### src/rtl/fifo_wr_arbiter_if.sv
// Bundle of producer request lanes, FIFO write-side signals and grant status
// shared by the round-robin write arbiter and its environment.
interface fifo_wr_arbiter_if #(
  parameter int NUM_REQ    = 4,
  parameter int DATA_WIDTH = 8,
  parameter int GID_W      = $clog2(NUM_REQ)
);
  logic [NUM_REQ-1:0]            req;
  logic [NUM_REQ*DATA_WIDTH-1:0] req_data;
  logic                          full;
  logic [NUM_REQ-1:0]            gnt;
  logic [NUM_REQ-1:0]            ack;
  logic [GID_W-1:0]              grant_id;
  logic                          wr_en;
  logic [DATA_WIDTH-1:0]         wdata;
  logic                          busy;

  // Environment side: producers plus the FIFO full flag.
  modport master (
    output req, req_data, full,
    input  gnt, ack, grant_id, wr_en, wdata, busy
  );

  // Arbiter side.
  modport slave (
    input  req, req_data, full,
    output gnt, ack, grant_id, wr_en, wdata, busy
  );
endinterface

### src/rtl/fifo_wr_arbiter.sv
// Round-robin arbiter sharing one FIFO write port among NUM_REQ producers;
// each grant lasts at most MAX_BURST beats and writes are gated by full.
module fifo_wr_arbiter #(
  parameter int NUM_REQ    = 4,
  parameter int DATA_WIDTH = 8,
  parameter int MAX_BURST  = 4
) (
  input  logic             wr_clk,
  input  logic             rst,
  fifo_wr_arbiter_if.slave bus
);
  localparam int GID_W = $clog2(NUM_REQ);
  localparam int CNT_W = $clog2(MAX_BURST + 1);

  typedef enum logic {IDLE, OWN} state_e;

  state_e               state_q, state_d;
  logic [NUM_REQ-1:0]   gnt_q, gnt_d;
  logic [GID_W-1:0]     grant_id_q, grant_id_d;
  logic [GID_W-1:0]     rr_ptr_q, rr_ptr_d;
  logic [CNT_W-1:0]     beat_cnt_q, beat_cnt_d;

  logic                  found;
  logic [GID_W-1:0]      pick;
  logic [GID_W-1:0]      next_ptr;
  logic                  owner_req;
  logic                  wr_en;
  logic                  last_beat;
  logic                  release_now;
  logic [DATA_WIDTH-1:0] lanes [NUM_REQ];

  // Two passes: first the indices at or above rr_ptr, then wrap to the bottom.
  always_comb begin
    found = 1'b0;
    pick  = '0;
    for (int j = 0; j < NUM_REQ; j++) begin
      if (!found && GID_W'(j) >= rr_ptr_q && bus.req[j]) begin
        found = 1'b1;
        pick  = GID_W'(j);
      end
    end
    for (int j = 0; j < NUM_REQ; j++) begin
      if (!found && bus.req[j]) begin
        found = 1'b1;
        pick  = GID_W'(j);
      end
    end
  end

  always_comb begin
    for (int j = 0; j < NUM_REQ; j++) begin
      lanes[j] = bus.req_data[j*DATA_WIDTH +: DATA_WIDTH];
    end
  end

  assign owner_req   = bus.req[grant_id_q];
  assign wr_en       = (state_q == OWN) && owner_req && !bus.full;
  assign last_beat   = (beat_cnt_q == CNT_W'(MAX_BURST - 1));
  assign release_now = !owner_req || (wr_en && last_beat);
  assign next_ptr    = (grant_id_q == GID_W'(NUM_REQ - 1)) ? '0 : grant_id_q + 1'b1;

  assign bus.wr_en    = wr_en;
  assign bus.ack      = gnt_q & {NUM_REQ{wr_en}};
  assign bus.wdata    = (state_q == OWN) ? lanes[grant_id_q] : '0;
  assign bus.gnt      = gnt_q;
  assign bus.grant_id = grant_id_q;
  assign bus.busy     = (state_q == OWN);

  always_comb begin
    state_d    = state_q;
    gnt_d      = gnt_q;
    grant_id_d = grant_id_q;
    rr_ptr_d   = rr_ptr_q;
    beat_cnt_d = beat_cnt_q;
    unique case (state_q)
      IDLE: begin
        if (found) begin
          state_d    = OWN;
          gnt_d      = NUM_REQ'(1) << pick;
          grant_id_d = pick;
          beat_cnt_d = '0;
        end
      end
      OWN: begin
        // grant_id keeps the last owner after release; only gnt clears.
        if (release_now) begin
          state_d    = IDLE;
          gnt_d      = '0;
          rr_ptr_d   = next_ptr;
          beat_cnt_d = '0;
        end else if (wr_en) begin
          beat_cnt_d = beat_cnt_q + 1'b1;
        end
      end
      default: state_d = IDLE;
    endcase
  end

  always_ff @(posedge wr_clk or posedge rst) begin
    if (rst) begin
      state_q    <= IDLE;
      gnt_q      <= '0;
      grant_id_q <= '0;
      rr_ptr_q   <= '0;
      beat_cnt_q <= '0;
    end else begin
      state_q    <= state_d;
      gnt_q      <= gnt_d;
      grant_id_q <= grant_id_d;
      rr_ptr_q   <= rr_ptr_d;
      beat_cnt_q <= beat_cnt_d;
    end
  end
endmodule

### src/flat_wrapper.sv
// flat-port wrapper written by rule: the top's interface ports become plain ports
module fifo_wr_arbiter_flat 
#(
  parameter int NUM_REQ    = 4,
  parameter int DATA_WIDTH = 8,
  parameter int MAX_BURST  = 4
)
  (wr_clk, rst, bus_req, bus_req_data, bus_full, bus_gnt, bus_ack, bus_grant_id, bus_wr_en, bus_wdata, bus_busy);
  fifo_wr_arbiter_if #(.NUM_REQ(NUM_REQ), .DATA_WIDTH(DATA_WIDTH)) bus_i ();
  input  logic wr_clk;
  input  logic rst;
  input wire logic [$bits(bus_i.req)-1:0] bus_req;
  input wire logic [$bits(bus_i.req_data)-1:0] bus_req_data;
  input wire logic [$bits(bus_i.full)-1:0] bus_full;
  output wire logic [$bits(bus_i.gnt)-1:0] bus_gnt;
  output wire logic [$bits(bus_i.ack)-1:0] bus_ack;
  output wire logic [$bits(bus_i.grant_id)-1:0] bus_grant_id;
  output wire logic [$bits(bus_i.wr_en)-1:0] bus_wr_en;
  output wire logic [$bits(bus_i.wdata)-1:0] bus_wdata;
  output wire logic [$bits(bus_i.busy)-1:0] bus_busy;
  assign bus_i.req = bus_req;
  assign bus_i.req_data = bus_req_data;
  assign bus_i.full = bus_full;
  assign bus_gnt = bus_i.gnt;
  assign bus_ack = bus_i.ack;
  assign bus_grant_id = bus_i.grant_id;
  assign bus_wr_en = bus_i.wr_en;
  assign bus_wdata = bus_i.wdata;
  assign bus_busy = bus_i.busy;
  fifo_wr_arbiter #(.NUM_REQ(NUM_REQ), .DATA_WIDTH(DATA_WIDTH), .MAX_BURST(MAX_BURST)) u_core (.wr_clk(wr_clk), .rst(rst), .bus(bus_i));
endmodule
### config.mk
export PLATFORM = sky130hd
export DESIGN_NAME = fifo_wr_arbiter_flat
export DESIGN_NICKNAME = d
export VERILOG_FILES = /design/src/rtl/fifo_wr_arbiter_if.sv /design/src/rtl/fifo_wr_arbiter.sv /design/src/flat_wrapper.sv
export SDC_FILE = /design/constraint.sdc
export NUM_CORES = 1
export LEC_CHECK = 0
export CAP_MARGIN = 30
export CORE_UTILIZATION = 34
export CTS_BUF_LIST = sky130_fd_sc_hd__clkbuf_8
export DETAILED_ROUTE_END_ITERATION = 7
export PLACE_DENSITY = 0.82
export SETUP_SLACK_MARGIN = 0.5
export SLEW_MARGIN = 30
export SYNTH_ARGS = -nofsm -noshare
export SYNTH_HDL_FRONTEND = slang
export SYNTH_SLANG_ARGS = --single-unit
### constraint.sdc
create_clock -name wr_clk -period 1.65 [get_ports wr_clk]
set_clock_uncertainty 0.15 [all_clocks]
set_input_delay 0.165 -clock wr_clk [delete_from_list [all_inputs] [get_ports wr_clk]]
set_output_delay 0.165 -clock wr_clk [all_outputs]
set_load 0.01 [all_outputs]
==> results.sh <==
export IMPL_p_total_w=0.00314
export IMPL_synth_top_area_cell="dfrtp_1"
export IMPL_cp_end_kind="register"
export IMPL_rsz0062_at_grt="true"
export IMPL_slew_violations=0
export IMPL_synth_ff_type="dfrtp_1"
export IMPL_diodes=0
export IMPL_status="finished with violations"
export IMPL_critPathMaxFanout=4
export IMPL_synth_cells=88
export IMPL_grt_pass1_vias=1122
export IMPL_cts_tree="yes"
export IMPL_setup_slack_ps=-362
export IMPL_avgRoutedWirePerCell_um=17.8
export IMPL_power_leakage_nw=0.899
export IMPL_clk_latency_ps=250
export IMPL_hold_viol_final=0
export IMPL_clk_pin_slew_ps=60
export IMPL_fmax_mhz=497
export IMPL_track_usage_pct=25.8
export IMPL_dieWidth_um=54.7
export IMPL_swShare_pct=37.5
export IMPL_ys_ff_latch=12
export IMPL_seqPwrFrac_pct=17.2
export IMPL_combPwrFrac_pct=72.2
export IMPL_htree_levels=1
export IMPL_synth_top_cell_area_share_pct=31.7
export IMPL_worst_setup_path_start_kind="register"
export IMPL_final_common_cell="clkdlybuf4s50_1"
export IMPL_drt_pre_antenna_iters=4
export IMPL_violations="negative setup slack"
export IMPL_power_switching_w=0.00118
export IMPL_cp_data_arrival_time_ps=2000
export IMPL_yosys_warnings=0
export IMPL_port_buffers=58
export IMPL_intPower_w=0.00196
export IMPL_crit_top_cell="buf_6"
export IMPL_die_area_mm2=0.00300
export IMPL_final_cell_mix="36 x clkdlybuf4s50_1, 22 x buf_6, 21 x buf_4"
export IMPL_synthTopCellsByArea="dfrtp_1 32%, mux4_2 21%, and2_1 7.9%"
export IMPL_ys_seq_area_share_pct=31.7
export IMPL_grt_pass1_wl_um=5210
export IMPL_overflow=0
export IMPL_cts_root_buffer="clkbuf_8"
export IMPL_syn2layout_area_growth_pct=109
export IMPL_cts_buffers=3
export IMPL_p_clk_share_pct=10.6
export IMPL_slew_headroom_pct=68.5
export IMPL_max_clock_path_buffers=2
export IMPL_drc=0
export IMPL_rows=18
export IMPL_ys_types=30
export IMPL_fin_crit_sh_pct=122
export IMPL_setup_violations=23
export IMPL_power_density_mw_per_mm2=1590
export IMPL_ant_nets=0
export IMPL_hold_class="input port to asynchronous set/reset pin"
export IMPL_antenna_found_initial=0
export IMPL_fin_setup_tns_ps=-6310
export IMPL_synth_area_um2=946
export IMPL_synth_nets=130
export IMPL_required_ps=1630
export IMPL_period_minus_slack_ps=2010
export IMPL_path_class="register to register"
export IMPL_max_cap_violations=0
export IMPL_async_reset_ff_share_pct=100
export IMPL_cpPeakStageDelay_ps=540
export IMPL_via_per_inst=5.35
export IMPL_start_util_pct=37.2
export IMPL_dpl_worst_slack_ps=-584
export IMPL_wl_um=3760
export IMPL_vias=1129
export IMPL_tightest_slew_ps=472
export IMPL_design_area_mm2=0.00198
export IMPL_dp_hpwl_um=2640
export IMPL_fp_dieH_um=54.7
export IMPL_crit_chain="buf_6 > mux4_2 > buf_6 > and3_4 > and2_4 > mux2_4"
export IMPL_grt_max_degree=13
export IMPL_pin_count=59
export IMPL_fin_nets=224
export IMPL_core_area_mm2=0.00254
export IMPL_placed_cell_area_mm2=0.00178
export IMPL_irDropWorstVdd_uv=1160
export IMPL_first_iter_violations=18
export IMPL_gp_congestion=0.843
export IMPL_ctsHoldBuffers=0
export IMPL_syn_avg_cell_area_um2=10.7
export IMPL_cp_slowest_cell="mux4_2"
export IMPL_cts_sinks=12
export IMPL_drive_above_1_share_pct=51.4
export IMPL_synth_edff_count=0
export IMPL_whs_ps=91.9
critical path: cells and delay by family (launching register included):
kind,cells,cell delay (ps)
multiplexers,2,790
flip-flops,1,360
AND/OR/NAND/NOR,2,320
buffers and inverters,2,270
per-stage QoR:
step | cells | utilization (%)
finish | 211 | 77.7
global route | 211 | 77.7
CTS | 210 | 75.1
detailed placement | 197 | 70.0
global placement | 197 | 70.0
floorplan | 88 | -
power groups by stage:
stage / sequential, W / combinational (W) / clock (W)
detailed placement: 0.000545 / 0.00184 / 0
floorplan: 0.000559 / 0.000982 / 0
finish: 0.000540 / 0.00226 / 0.000333
CTS: 0.000531 / 0.00208 / 0.000334
global route: 0.000551 / 0.00240 / 0.000352
global placement: 0.000537 / 0.00179 / 0
Yosys cell counts, types with 2 or more instances:
| cell | number |
|---|---|
| ha_1 | 3 |
| mux2_4 | 3 |
| nor4_1 | 2 |
| buf_2 | 2 |
| and2_1 | 12 |
| inv_1 | 3 |
| a21oi_1 | 3 |
| nor2_1 | 7 |
| nand2b_1 | 3 |
| o21ai_0 | 7 |
| a22o_1 | 2 |
| dfrtp_1 | 12 |
| nand2_1 | 3 |
| mux4_2 | 9 |
| clkbuf_1 | 2 |
worst paths after layout:
kind                                        start                     end  slack [ps]  cells past startpoint
setup / recovery           u_core.bus.grant_id[0]    u_core.beat_cnt_q[1]        -360                      6
max in group asynchronous                     rst  u_core.bus.grant_id[0]         910                      2
min in group wr_clk          u_core.beat_cnt_q[2]    u_core.beat_cnt_q[2]         370                      1
hold / removal                                rst      u_core.rr_ptr_q[0]          90                      2
hold reg to reg              u_core.beat_cnt_q[2]    u_core.beat_cnt_q[2]         370                      1
setup reg to reg           u_core.bus.grant_id[0]    u_core.beat_cnt_q[1]        -360                      6
sequential cells by signal, summed over array words and instances (netlist names):
signal               flops
u_core.rr_ptr_q          2
u_core.bus.busy          1
u_core.beat_cnt_q        3
u_core.bus.gnt           4
u_core.bus.grant_id      2
area by class of cell:
type | instances | area, µm²
Timing Repair Buffer | 93 | 850
Multi-Input combinational cell | 69 | 722
Fill cell | 162 | 567
Sequential cell | 12 | 303
Clock buffer | 4 | 55.1
Tap cell | 30 | 37.5
Inverter | 3 | 11.3
routing by layer:
metal	share of wire, %	wire [µm]	vias to the layer above	track usage [%]
li1	-	-	525	-
met1	37	1380	551	29.1
met2	57	2130	46	47.4
met3	4.7	178	7	6.11
met4	1.6	60	0	7.26
met5	0	0	-	0
kinds of logic (layout without fill, tap and decap cells):
group	count (synthesis)	in the layout	share of synthesized area, %
fa+ha+maj	3	3	3.97
mux	14	14	28.4
flops	12	12	31.7
buf+inv	7	100	3.04
compound gates	20	20	13.9
simple gates	32	32	18.9
timing repair:
| item | in CTS | in global routing |
|---|---|---|
| endpoints found under the setup margin | 32 | 29 |
| cloned | 0 | 0 |
| pin swaps | 20 | 5 |
| buffers inserted | 9 | 1 |
| endpoints found under the hold margin | 0 | 0 |
| gates resized for setup | 107 | 16 |
No activity file was read; power rests on OpenSTA's default activity.
